--- config.mk ---
export PLATFORM = sky130hd
export DESIGN_NAME = ps2_host_tx_flat
export DESIGN_NICKNAME = d
export VERILOG_FILES = /design/src/rtl/ps2_host_tx_if.sv /design/src/rtl/ps2_host_tx.sv /design/src/flat_wrapper.sv
export SDC_FILE = /design/constraint.sdc
export NUM_CORES = 1
export LEC_CHECK = 0
export BUFFER_PORTS_ARGS = -buffer_cell sky130_fd_sc_hd__buf_2
export CAP_MARGIN = 20
export CORE_ASPECT_RATIO = 1.4
export CORE_UTILIZATION = 54
export DETAILED_ROUTE_END_ITERATION = 16
export GPL_TIMING_DRIVEN = 0
export PLACE_DENSITY = 0.76
export SLEW_MARGIN = 20
export SYNTH_ARGS = -nofsm -noshare
export SYNTH_HDL_FRONTEND = slang
export SYNTH_SLANG_ARGS = --single-unit
export TNS_END_PERCENT = 100
--- constraint.sdc ---
create_clock -name CLK -period 1.85 [get_ports CLK]
set_input_delay 0.0925 -clock CLK [delete_from_list [all_inputs] [get_ports CLK]]
set_output_delay 0.0925 -clock CLK [all_outputs]
set_load 0.1 [all_outputs]
--- src/rtl/ps2_host_tx_if.sv ---
// ---------------------------------------------------------------------------
// ps2_host_tx_if
// Signal bundle between the PS/2 host transmitter and its surroundings: the
// byte-level request handshake, the raw open-drain pin levels and pull-low
// enables, and the status/completion outputs.
//   TX_DATA/TX_VALID/TX_READY  byte request handshake
//   PS2_CLK_IN/PS2_DATA_IN     raw pin levels (asynchronous)
//   PS2_CLK_OE/PS2_DATA_OE     1 = pull the corresponding line low
//   BUSY                       transmitter owns the bus
//   TX_DONE/TX_ERR/ERR_CODE    completion pulses and error reason
// Modports: slave = the transmitter, master = user logic plus pin environment.
// ---------------------------------------------------------------------------
interface ps2_host_tx_if;
  logic [7:0] TX_DATA;
  logic       TX_VALID;
  logic       TX_READY;
  logic       PS2_CLK_IN;
  logic       PS2_DATA_IN;
  logic       PS2_CLK_OE;
  logic       PS2_DATA_OE;
  logic       BUSY;
  logic       TX_DONE;
  logic       TX_ERR;
  logic [1:0] ERR_CODE;

  modport slave (
    input  TX_DATA, TX_VALID, PS2_CLK_IN, PS2_DATA_IN,
    output TX_READY, PS2_CLK_OE, PS2_DATA_OE, BUSY, TX_DONE, TX_ERR, ERR_CODE
  );

  modport master (
    output TX_DATA, TX_VALID, PS2_CLK_IN, PS2_DATA_IN,
    input  TX_READY, PS2_CLK_OE, PS2_DATA_OE, BUSY, TX_DONE, TX_ERR, ERR_CODE
  );
endinterface

--- src/rtl/ps2_host_tx.sv ---
// ---------------------------------------------------------------------------
// ps2_host_tx
// Host-to-device PS/2 transmitter. Sends one command byte to the keyboard
// over the shared open-drain clock/data pair: inhibits the clock, issues a
// request-to-send, then shifts data LSB first, odd parity and stop on each
// device clock fall, and finally checks the device ACK.
// Ports:
//   CLK   system clock
//   RST   synchronous active-high reset
//   bus   ps2_host_tx_if.slave (handshake, pins, status; see interface)
// Parameters:
//   INHIBIT_CYCLES  cycles PS2_CLK is held low before request-to-send
//   RTS_CYCLES      cycles DATA and CLK are both held low
//   TIMEOUT_CYCLES  max cycles from CLK release to end of ACK
//   FILTER_LEN      consecutive equal samples needed to change a filtered line
// ---------------------------------------------------------------------------
module ps2_host_tx #(
  parameter int INHIBIT_CYCLES = 5000,
  parameter int RTS_CYCLES     = 16,
  parameter int TIMEOUT_CYCLES = 750000,
  parameter int FILTER_LEN     = 8
) (
  input  logic         CLK,
  input  logic         RST,
  ps2_host_tx_if.slave bus
);

  localparam int PH_MAX = (INHIBIT_CYCLES > RTS_CYCLES) ? INHIBIT_CYCLES : RTS_CYCLES;
  localparam int PH_W   = $clog2(PH_MAX + 1);
  localparam int TO_W   = $clog2(TIMEOUT_CYCLES + 1);
  localparam int FL_W   = $clog2(FILTER_LEN + 1);

  typedef enum logic [2:0] {
    IDLE, INHIBIT, RTS, SEND, ACK, WAIT_IDLE
  } state_t;

  state_t state, state_n;

  // Index 0 is PS2_CLK, index 1 is PS2_DATA throughout the conditioning path.
  logic [1:0]           sync_p0;
  logic [1:0]           sync_p1;
  logic [1:0]           filt;
  logic [1:0][FL_W-1:0] filt_cnt;
  logic                 clk_filt_d;
  logic                 fall;

  logic [9:0]      shift;
  logic [3:0]      idx;
  logic            data_oe_r;
  logic [PH_W-1:0] ph_cnt;
  logic [TO_W-1:0] to_cnt;
  logic            tx_done_r;
  logic            tx_err_r;
  logic [1:0]      err_code_r;

  logic       accept;
  logic       bit_step;
  logic       timeout;
  logic       done_n;
  logic       err_n;
  logic [1:0] err_code_n;

  // Stage p0/p1: two-flop synchronizer for both raw pins.
  always_ff @(posedge CLK) begin
    if (RST) begin
      sync_p0 <= 2'b11;
      sync_p1 <= 2'b11;
    end else begin
      sync_p0 <= {bus.PS2_DATA_IN, bus.PS2_CLK_IN};
      sync_p1 <= sync_p0;
    end
  end

  // Stage p2: glitch filter. A line only changes after FILTER_LEN consecutive
  // synced samples disagree with the current filtered value.
  always_ff @(posedge CLK) begin
    if (RST) begin
      filt       <= 2'b11;
      filt_cnt   <= '0;
      clk_filt_d <= 1'b1;
    end else begin
      clk_filt_d <= filt[0];
      for (int i = 0; i < 2; i++) begin
        if (sync_p1[i] == filt[i]) begin
          filt_cnt[i] <= '0;
        end else if (filt_cnt[i] == FL_W'(FILTER_LEN - 1)) begin
          filt[i]     <= sync_p1[i];
          filt_cnt[i] <= '0;
        end else begin
          filt_cnt[i] <= filt_cnt[i] + 1'b1;
        end
      end
    end
  end

  assign fall    = clk_filt_d & ~filt[0];
  assign timeout = (to_cnt == TO_W'(TIMEOUT_CYCLES - 1));

  always_ff @(posedge CLK) begin
    if (RST) state <= IDLE;
    else     state <= state_n;
  end

  // Timeout is tested before the fall so it wins when both coincide.
  always_comb begin
    state_n    = state;
    accept     = 1'b0;
    bit_step   = 1'b0;
    done_n     = 1'b0;
    err_n      = 1'b0;
    err_code_n = err_code_r;
    unique case (state)
      IDLE: begin
        if (bus.TX_VALID) begin
          accept  = 1'b1;
          state_n = INHIBIT;
        end
      end
      INHIBIT: begin
        if (ph_cnt == PH_W'(INHIBIT_CYCLES - 1)) state_n = RTS;
      end
      RTS: begin
        if (ph_cnt == PH_W'(RTS_CYCLES - 1)) state_n = SEND;
      end
      SEND: begin
        if (timeout) begin
          err_n      = 1'b1;
          err_code_n = 2'd1;
          state_n    = IDLE;
        end else if (fall) begin
          bit_step = 1'b1;
          if (idx == 4'd9) state_n = ACK;
        end
      end
      ACK: begin
        if (timeout) begin
          err_n      = 1'b1;
          err_code_n = 2'd1;
          state_n    = IDLE;
        end else if (fall) begin
          if (!filt[1]) begin
            state_n = WAIT_IDLE;
          end else begin
            err_n      = 1'b1;
            err_code_n = 2'd2;
            state_n    = IDLE;
          end
        end
      end
      WAIT_IDLE: begin
        if (timeout) begin
          err_n      = 1'b1;
          err_code_n = 2'd1;
          state_n    = IDLE;
        end else if (filt[0] && filt[1]) begin
          done_n  = 1'b1;
          state_n = IDLE;
        end
      end
      default: state_n = IDLE;
    endcase
  end

  always_ff @(posedge CLK) begin
    if (RST) begin
      ph_cnt     <= '0;
      to_cnt     <= '0;
      idx        <= '0;
      data_oe_r  <= 1'b0;
      tx_done_r  <= 1'b0;
      tx_err_r   <= 1'b0;
      err_code_r <= 2'd0;
    end else begin
      tx_done_r  <= done_n;
      tx_err_r   <= err_n;
      err_code_r <= err_code_n;

      if (state_n != state)
        ph_cnt <= '0;
      else if (state == INHIBIT || state == RTS)
        ph_cnt <= ph_cnt + 1'b1;

      // The timeout window opens at CLK release, i.e. on entry to SEND.
      if (state == RTS && state_n == SEND)
        to_cnt <= '0;
      else if (state == SEND || state == ACK || state == WAIT_IDLE)
        to_cnt <= to_cnt + 1'b1;

      if (accept)
        idx <= '0;
      else if (bit_step)
        idx <= idx + 1'b1;

      // Start bit stays asserted until the first fall; the stop bit (1)
      // naturally releases DATA on the tenth fall.
      if (state == RTS && state_n == SEND)
        data_oe_r <= 1'b1;
      else if (bit_step)
        data_oe_r <= ~shift[idx];
    end
  end

  always_ff @(posedge CLK) begin
    if (accept) shift <= {1'b1, ~^bus.TX_DATA, bus.TX_DATA};
  end

  assign bus.TX_READY    = (state == IDLE);
  assign bus.BUSY        = (state != IDLE);
  assign bus.PS2_CLK_OE  = (state == INHIBIT) || (state == RTS);
  assign bus.PS2_DATA_OE = (state == RTS) || ((state == SEND) && data_oe_r);
  assign bus.TX_DONE     = tx_done_r;
  assign bus.TX_ERR      = tx_err_r;
  assign bus.ERR_CODE    = err_code_r;

endmodule

--- src/flat_wrapper.sv ---
// flat-port wrapper written by rule: the top's interface ports become plain ports
module ps2_host_tx_flat 
#(
  parameter int INHIBIT_CYCLES = 5000,
  parameter int RTS_CYCLES     = 16,
  parameter int TIMEOUT_CYCLES = 750000,
  parameter int FILTER_LEN     = 8
)
  (CLK, RST, bus_TX_DATA, bus_TX_VALID, bus_PS2_CLK_IN, bus_PS2_DATA_IN, bus_TX_READY, bus_PS2_CLK_OE, bus_PS2_DATA_OE, bus_BUSY, bus_TX_DONE, bus_TX_ERR, bus_ERR_CODE);
  ps2_host_tx_if bus_i ();
  input  logic CLK;
  input  logic RST;
  input wire logic [$bits(bus_i.TX_DATA)-1:0] bus_TX_DATA;
  input wire logic [$bits(bus_i.TX_VALID)-1:0] bus_TX_VALID;
  input wire logic [$bits(bus_i.PS2_CLK_IN)-1:0] bus_PS2_CLK_IN;
  input wire logic [$bits(bus_i.PS2_DATA_IN)-1:0] bus_PS2_DATA_IN;
  output wire logic [$bits(bus_i.TX_READY)-1:0] bus_TX_READY;
  output wire logic [$bits(bus_i.PS2_CLK_OE)-1:0] bus_PS2_CLK_OE;
  output wire logic [$bits(bus_i.PS2_DATA_OE)-1:0] bus_PS2_DATA_OE;
  output wire logic [$bits(bus_i.BUSY)-1:0] bus_BUSY;
  output wire logic [$bits(bus_i.TX_DONE)-1:0] bus_TX_DONE;
  output wire logic [$bits(bus_i.TX_ERR)-1:0] bus_TX_ERR;
  output wire logic [$bits(bus_i.ERR_CODE)-1:0] bus_ERR_CODE;
  assign bus_i.TX_DATA = bus_TX_DATA;
  assign bus_i.TX_VALID = bus_TX_VALID;
  assign bus_i.PS2_CLK_IN = bus_PS2_CLK_IN;
  assign bus_i.PS2_DATA_IN = bus_PS2_DATA_IN;
  assign bus_TX_READY = bus_i.TX_READY;
  assign bus_PS2_CLK_OE = bus_i.PS2_CLK_OE;
  assign bus_PS2_DATA_OE = bus_i.PS2_DATA_OE;
  assign bus_BUSY = bus_i.BUSY;
  assign bus_TX_DONE = bus_i.TX_DONE;
  assign bus_TX_ERR = bus_i.TX_ERR;
  assign bus_ERR_CODE = bus_i.ERR_CODE;
  ps2_host_tx #(.INHIBIT_CYCLES(INHIBIT_CYCLES), .RTS_CYCLES(RTS_CYCLES), .TIMEOUT_CYCLES(TIMEOUT_CYCLES), .FILTER_LEN(FILTER_LEN)) u_core (.CLK(CLK), .RST(RST), .bus(bus_i));
endmodule
==> results.yml, run 1 <==
cells_and_area:
  seq_area_um2: 1510
  fin_area_um2: 4100
  multi_input_area_um2: 1800
  fill_cells: 391
  syn_to_final_growth_pct: 27.8
  layout.nets: 410
  drive_above_1_share: 0.295
  n_antenna_cell: 0
  finalNonFillerCells: 464
worst_setup_path:
  cp.arrival_ns: 2.21
  crit_path_start_kind: "register"
  crit_path_cell_trace: "ha_2 -> nor4bb_4 -> and4_1 -> a31oi_1 -> o21ai_2 -> a211o_4 -> clkbuf_16 -> nor2_4"
  max_stage_delay_ns: 0.38
  regToRegSetupSlack_ns: -0.06
  worstPathMaxFanout: 5
  r2r_end: "u_core.ph_cnt[2]"
  r2r_cells: 8
  slowest_stage: "a211o_4"
  critPathTopFamily: "compound AO/OA/AOI/OAI gates"
  crit-reg2reg-launch: "u_core.ph_cnt[0]"
  path_class: "reg -> reg"
  required_ns: 2.14
  critPathCaptureType: "register"
  worst-path-buf-inv: 1
floorplanning:
  num_rows: 32
  ioPinCount: 21
  dieWidth_um: 67.1
  start_util: 0.572
  die_y_um: 93.1
  die_area_um2: 6250
  coreArea_um2: 5610
placement:
  hpwl_um: 4090
  dpl.cell_count: 420
  port_buffers: 19
  dpl_cell_area_um2: 3430
  pre_cts_ws_ns: -0.452
  gp_congestion: 0.828
yosys:
  syn_inst: 333
  yosysTopAreaCellShare: 0.375
  synth_edf_count: 9
  yosys_warnings: 0
  synth-async-reset-ratio: 0
  ys_seq_area_frac: 0.459
  syn_area_um2: 3200
  synthFlopType: "dfxtp_1"
  ys_types: 53
  ys_top_cells_by_area: "dfxtp_1 37%, edfxtp_1 8.4%, xor2_1 7.1%"
  syn-num-nets: 352
  yosysTopAreaCell: "dfxtp_1"
  synth_seq_cells: 69
  syn_area_per_cell_um2: 9.62
cts:
  clk_latency_ns: 0.35
  cts.sinks: 69
  numCtsBuffers: 9
  clk_pin_slew_ns: 0.07
  htree_num_levels: 3
  cts.path.max_buffers: 2
  clk_root_buffer_cell: "clkbuf_8"
  cts_tree: "built"
routing:
  via_count: 2530
  drc: 0
  drtIter0Drc: 163
  post_drt_wl_per_cell_um: 14.3
  final_antenna_net_count: 0
  vias_per_cell: 5.45
  drt-total-wl_um: 6620
  first_pass_iters: 4
timing:
  timing.hold.ws_ns: 0.223
  drv_slew: 0
  max_slew_margin: 0.679
  fmax_ghz: 0.522
  hold_viol: 0
  rsz0062_at_grt: "true"
  min_period_ns: 1.91
  worst_pin_slew_ns: 0.485
  setup_tns_ns: -0.536
  setup_ws_ns: -0.0644
  setup_viol: 10
  fin_skew_ns: 0.00709
  period_share: 1.03
worst_hold_path:
  hp-start: "RST"
  hold-path-endpoint: "u_core.sync_p0[0]"
  holdCritPathClass: "in -> reg"
  min_path_cells: 2
global_routing:
  grt_pass1_wl_um: 10100
  grt_overflow: 0
  grt_pass1_vias: 2357
  globalRouteTotalUtil: 0.213
  grt_start_max_net_pins: 13
  grt_antenna_before_repair: 0
flow_run:
  cap_violations: 0
outcome:
  violations: "negative setup slack"
  status: "complete, but fails checks"
power:
  powerDensity_nw_per_um2: 784
  p_leak_uw: 0.00152
  peakVddDrop_mv: 0.485
where the power goes:
part | leakage, uW | switching [uW] | internal [uW] | total (uW)
logic | 0.000818 | 124 | 86.5 | 210
registers | 0.000579 | 8.89 | 1530 | 1540
clock network | 0.000123 | 568 | 890 | 1460
total | 0.00152 | 700 | 2510 | 3210
through the flow:
step	utilization	power (uW)
2_1_floorplan	-	1720
4_1_cts	0.691	3230
3_3_place_gp	0.612	1760
3_5_place_dp	0.612	1770
6_report	0.731	3210
5_1_grt	0.731	3320
sequential cells by signal (all words and copies together), names as in the netlist, 2 cells and up:
name / flops
u_core.to_cnt: 20
u_core.sync_p1: 2
u_core.shift: 9
u_core.ph_cnt: 13
u_core.idx: 4
u_core.sync_p0: 2
u_core.bus.ERR_CODE: 2
u_core.filt_cnt: 8
u_core.state: 3
u_core.filt: 2
metal layers:
| layer | vias to the layer above | wire (um) | global-route usage |
|---|---|---|---|
| li1 | 1257 | - | - |
| met1 | 1212 | 2840 | 0.258 |
| met2 | 51 | 3460 | 0.356 |
| met3 | 10 | 231 | 0.0488 |
| met4 | 0 | 94 | 0.0851 |
| met5 | - | 0 | 0 |
synth_stat cells, types with 2 or more instances:
cell,n
o21ai_1,2
nand2_1,24
o21ai_0,4
xnor2_1,22
and3_1,8
ha_1,6
nand4_1,6
buf_2,3
inv_1,8
a22oi_1,2
xor2_1,26
a211oi_1,2
nor3_1,7
or3_1,3
and2_1,4
edfxtp_1,9
nor2b_1,4
o2bb2ai_1,2
mux2i_1,2
nor4b_1,3
and4_1,3
or2_2,6
dfxtp_1,60
mux4_2,2
clkbuf_1,6
and3b_1,2
nand3_1,21
nor2_4,9
nand3b_1,2
nor2_1,42
a31oi_1,3
a21oi_1,8
o211ai_1,2
cell type report:
type / count / area share
repair buffers: 47 / 0.0855
clock buffers: 9 / 0.0302
inverters: 9 / 0.00825
multi-input cells: 244 / 0.438
well taps: 68 / 0.0208
clock inverters: 7 / 0.0278
flip-flops and latches: 69 / 0.368
plain buffers: 11 / 0.0208
logic make-up after synthesis:
group                    count (synthesis)  share of synthesized area
flip-flops                              69                      0.459
multiplexers                             4                     0.0203
AND/OR/NAND/NOR                        155                      0.273
adder cells (fa/ha/maj)                  6                     0.0234
XOR/XNOR                                48                      0.131
buffers and inverters                   20                     0.0281
AO/OA/AOI/OAI                           31                     0.0652
timing repair:
action,CTS,global route
pin swaps,5,11
resized for setup,23,29
hold endpoints to repair,10,0
hold buffers,10,0
endpoints found under the setup margin,42,35
gates cloned,0,1
setup buffers,2,15
worst reg2reg max path, delay by kind of cell, from the launching register on:
kind / cells / cell delay (ns)
AOI/OAI and AO/OA: 3 / 0.73
buffers and inverters: 1 / 0.18
DFF: 1 / 0.33
adders and majority gates: 1 / 0.19
and+or+nand+nor: 3 / 0.42
worst max-delay path by stage:
stage                           start           endpoint  slack, ns  depth (start not counted)
global placement     u_core.to_cnt[0]  u_core.ph_cnt[11]      -0.41                          7
finish               u_core.ph_cnt[0]   u_core.ph_cnt[2]      -0.06                          8
global route         u_core.to_cnt[7]   u_core.ph_cnt[2]      -0.12                          7
detailed placement   u_core.to_cnt[0]   u_core.ph_cnt[2]      -0.45                          7
CTS                 u_core.to_cnt[16]   u_core.ph_cnt[9]     0.0008                          8
floorplan             u_core.state[1]   u_core.ph_cnt[6]      -0.38                          8
cells in the final DEF (no fill, tap or decap), types with 6 or more instances in the layout:
cell,synthesis,layout
dfxtp_1,60,45
nor2_1,42,39
xor2_1,26,25
nand2_1,24,24
xnor2_1,22,22
nand3_1,21,20
buf_2,3,19
buf_4,1,18
nor2_4,9,11
dlygate4sd3_1,0,10
clkbuf_8,0,9
edfxtp_1,9,9
inv_1,8,8
and3_1,8,8
a21oi_1,8,8
dfxtp_2,0,8
dfxtp_4,0,7
nor3_1,7,6
nand4_1,6,6
or2_2,6,6
Power figures use the tool's default switching activity.
==> run 2, diff against run 1 <==
--- a/config.mk
+++ b/config.mk
@@ -5,13 +5,14 @@
 export SDC_FILE = /design/constraint.sdc
 export NUM_CORES = 1
 export LEC_CHECK = 0
+export ABC_AREA = 1
 export BUFFER_PORTS_ARGS = -buffer_cell sky130_fd_sc_hd__buf_2
-export CAP_MARGIN = 20
+export CAP_MARGIN = 10
 export CORE_ASPECT_RATIO = 1.4
-export CORE_UTILIZATION = 54
+export CORE_UTILIZATION = 60
 export DETAILED_ROUTE_END_ITERATION = 16
 export GPL_TIMING_DRIVEN = 0
-export PLACE_DENSITY = 0.76
+export PLACE_DENSITY = 0.8
 export SLEW_MARGIN = 20
 export SYNTH_ARGS = -nofsm -noshare
 export SYNTH_HDL_FRONTEND = slang
==> constraint.sdc (replaced) <==
create_clock -name CLK -period 2.5 [get_ports CLK]
set_input_delay 0.125 -clock CLK [delete_from_list [all_inputs] [get_ports CLK]]
set_output_delay 0.125 -clock CLK [all_outputs]
set_load 0.1 [all_outputs]
==> run 2 against run 1 <==
The flow now finishes without violations. Synthesized area increased by 16%. Global-route usage increased by 5.2 points. Critical path depth increased by 2. Non-clock buffer count decreased by 16. Sequential power decreased by 25%. Via count increased by 33%. Routed wire length increased by 15%. Cell count increased by 36%. Die area increased by 4.2%. Fmax increased by 0.13%. Critical path type unchanged. Critical endpoint is now u_core.ph_cnt[9]. Largest power group unchanged.
==> results.yml, run 2 <==
cells_and_area:
  fill_cells: 476
  fin_area_um2: 4210
  layout.nets: 575
  post-route-util: 0.713
  final_cell_mix: "109 x nand2_1, 70 x nor2_1, 60 x dfxtp_1"
  syn_to_final_growth_pct: 13.4
  n_antenna_cell: 0
  top_register: "u_core.to_cnt"
  drive_above_1_share: 0.164
  layout_commonest_cell: "nand2_1"
  reg_top3: "u_core.to_cnt (20), u_core.ph_cnt (13), u_core.shift (9)"
  largest_reg_flops: 20
yosys:
  syn-num-nets: 533
  syn_area_per_cell_um2: 7.23
  ys_types: 36
  synth_common_cells: "109 x nand2_1, 70 x nor2_1, 60 x dfxtp_1"
  yosysTopAreaCellShare: 0.323
  yosys_warnings: 0
  synth-async-reset-ratio: 0
  ys_seq_area_frac: 0.396
  synth_most_common_cell: "nand2_1"
  ys_top_cells_by_area: "dfxtp_1 32%, nand2_1 11%, edfxtp_1 7.3%"
  synthFlopType: "dfxtp_1"
  syn_area_um2: 3710
  syn_inst: 514
  yosysTopAreaCell: "dfxtp_1"
  synth_edf_count: 9
  synth_seq_cells: 69
worst_setup_path:
  worstPathMaxFanout: 10
  critPathTopFamily: "simple AND/OR/NAND/NOR gates"
  cp.arrival_ns: 2.20
  slowest_stage: "dfxtp_1"
  critPathCaptureType: "register"
  max_stage_delay_ns: 0.42
  worst-path-buf-inv: 1
  required_ns: 2.79
  path_class: "reg -> reg"
  crit_path_start_kind: "register"
  crit_top_cell: "nand2_2"
  crit_path_cell_trace: "ha_1 -> nand3_1 -> nor2_1 -> nand3_2 -> nand2_2 -> nand2_2 -> nand2_2 -> nand3_2 -> buf_6 -> nor2_2"
power:
  p_leak_uw: 0.00173
  powerDensity_nw_per_um2: 520
  peakVddDrop_mv: 0.384
timing:
  hold_viol: 0
  fmax_ghz: 0.523
  max_slew_margin: 0.674
  rsz0062_at_grt: "false"
  setup_viol: 0
  drv_slew: 0
  worst_pin_slew_ns: 0.492
  period_share: 0.765
  fin_skew_ns: 0.0129
  setup_tns_ns: 0
  min_period_ns: 1.91
floorplanning:
  die_area_um2: 6510
  dieWidth_um: 68.5
  ioPinCount: 21
  num_rows: 33
  die_y_um: 95.1
  coreArea_um2: 5900
  start_util: 0.629
global_routing:
  grt_pass1_vias: 3123
  grt_overflow: 0
  grt_start_max_net_pins: 16
  globalRouteTotalUtil: 0.265
  grt_pass1_wl_um: 12900
  grt_antenna_before_repair: 0
cts:
  clk_root_buffer_cell: "clkbuf_8"
  cts_tree: "built"
  cts.path.max_buffers: 2
  numCtsBuffers: 9
  cts.sinks: 69
  post_cts_resized: 0
  clk_latency_ns: 0.36
  htree_num_levels: 3
  clk_pin_slew_ns: 0.09
worst_hold_path:
  holdCritPathClass: "in -> reg"
routing:
  post_drt_wl_per_cell_um: 12.0
  vias_per_cell: 5.32
  drtIter0Drc: 212
  first_pass_iters: 5
  via_count: 3356
  drc: 0
  drt-total-wl_um: 7580
  final_antenna_net_count: 0
placement:
  gp_congestion: 0.882
  hpwl_um: 5530
  dpl_cell_area_um2: 3910
  port_buffers: 20
outcome:
  status: "completed"
flow_run:
  cap_violations: 0
-- run 2: changes by cell type in the layout (fill, tap and decap cells not counted), sizes merged, moves of 5 or more --
cell    before  now
nand4        6   11
and3         8    0
nand3       21   47
nand2       25  117
buf         41   29
o21ai        6   11
nor2        52   85
inv          9   70
clkbuf      16   11
nor3         7   15
a21oi        8   28
xnor2       22    8
xor2        26   20
-- run 2: routing by layer --
metal / up-vias / part of all wire / global-route usage
met5: - / 0 / 0
met4: 0 / 0.023 / 0.149
met3: 20 / 0.032 / 0.0586
met2: 64 / 0.53 / 0.461
met1: 1537 / 0.42 / 0.286
li1: 1735 / - / -
-- run 2: report_power, final --
group	switching, uW	internal, uW
registers	9.85	1140
logic	104	58.2
clock network	491	383
total	605	1590
-- run 2: final timing paths --
check / depth (start not counted) / startpoint / end / slack [ns]
worst max-delay path: 10 / u_core.to_cnt[0] / u_core.ph_cnt[9] / 0.59
worst min-delay path: 2 / RST / u_core.sync_p1[0] / 0.006
worst max register to register: 10 / u_core.to_cnt[0] / u_core.ph_cnt[9] / 0.59
worst min register to register: 1 / u_core.sync_p0[1] / u_core.sync_p1[1] / 0.43
-- run 2: repair_timing --
item / in CTS / in global routing
hold buffers: 11 / 0
buffers inserted: 0 / 0
endpoints found under the hold margin: 10 / 0
-- run 2: metrics by stage --
step / setup slack (ns) / hold slack (ns) / power (uW) / cells
final: 0.588 / 0.00587 / 2190 / 631
after global routing: 0.426 / 0.00770 / 2270 / 631
after CTS: 0.578 / 0.00431 / 2210 / 631
after detailed placement: 0.605 / 0.309 / 1330 / 604
after global placement: 0.662 / 0.309 / 1320 / 604
after floorplan: 0.442 / 0.224 / 1290 / 514
-- run 2: cell families after synthesis --
kind of cell / share of synthesized area
AOI/OAI and AO/OA: 0.0647
xor gates and xnor gates: 0.0660
adders and majority gates: 0.0202
buffers and inverters: 0.0855
DFF: 0.396
muxes: 0.00269
and+or+nand+nor: 0.365
-- run 2: cell type report --
class                      count  area, um2  area share
multi-input combinational    368       1940       0.460
sequential                    69       1470       0.349
inverter                      66        248      0.0588
timing repair buffer          31        210      0.0499
clock buffer                   9        124      0.0294
tap                           70       87.6      0.0208
buffer                        11       70.1      0.0166
clock inverter                 7       65.1      0.0154
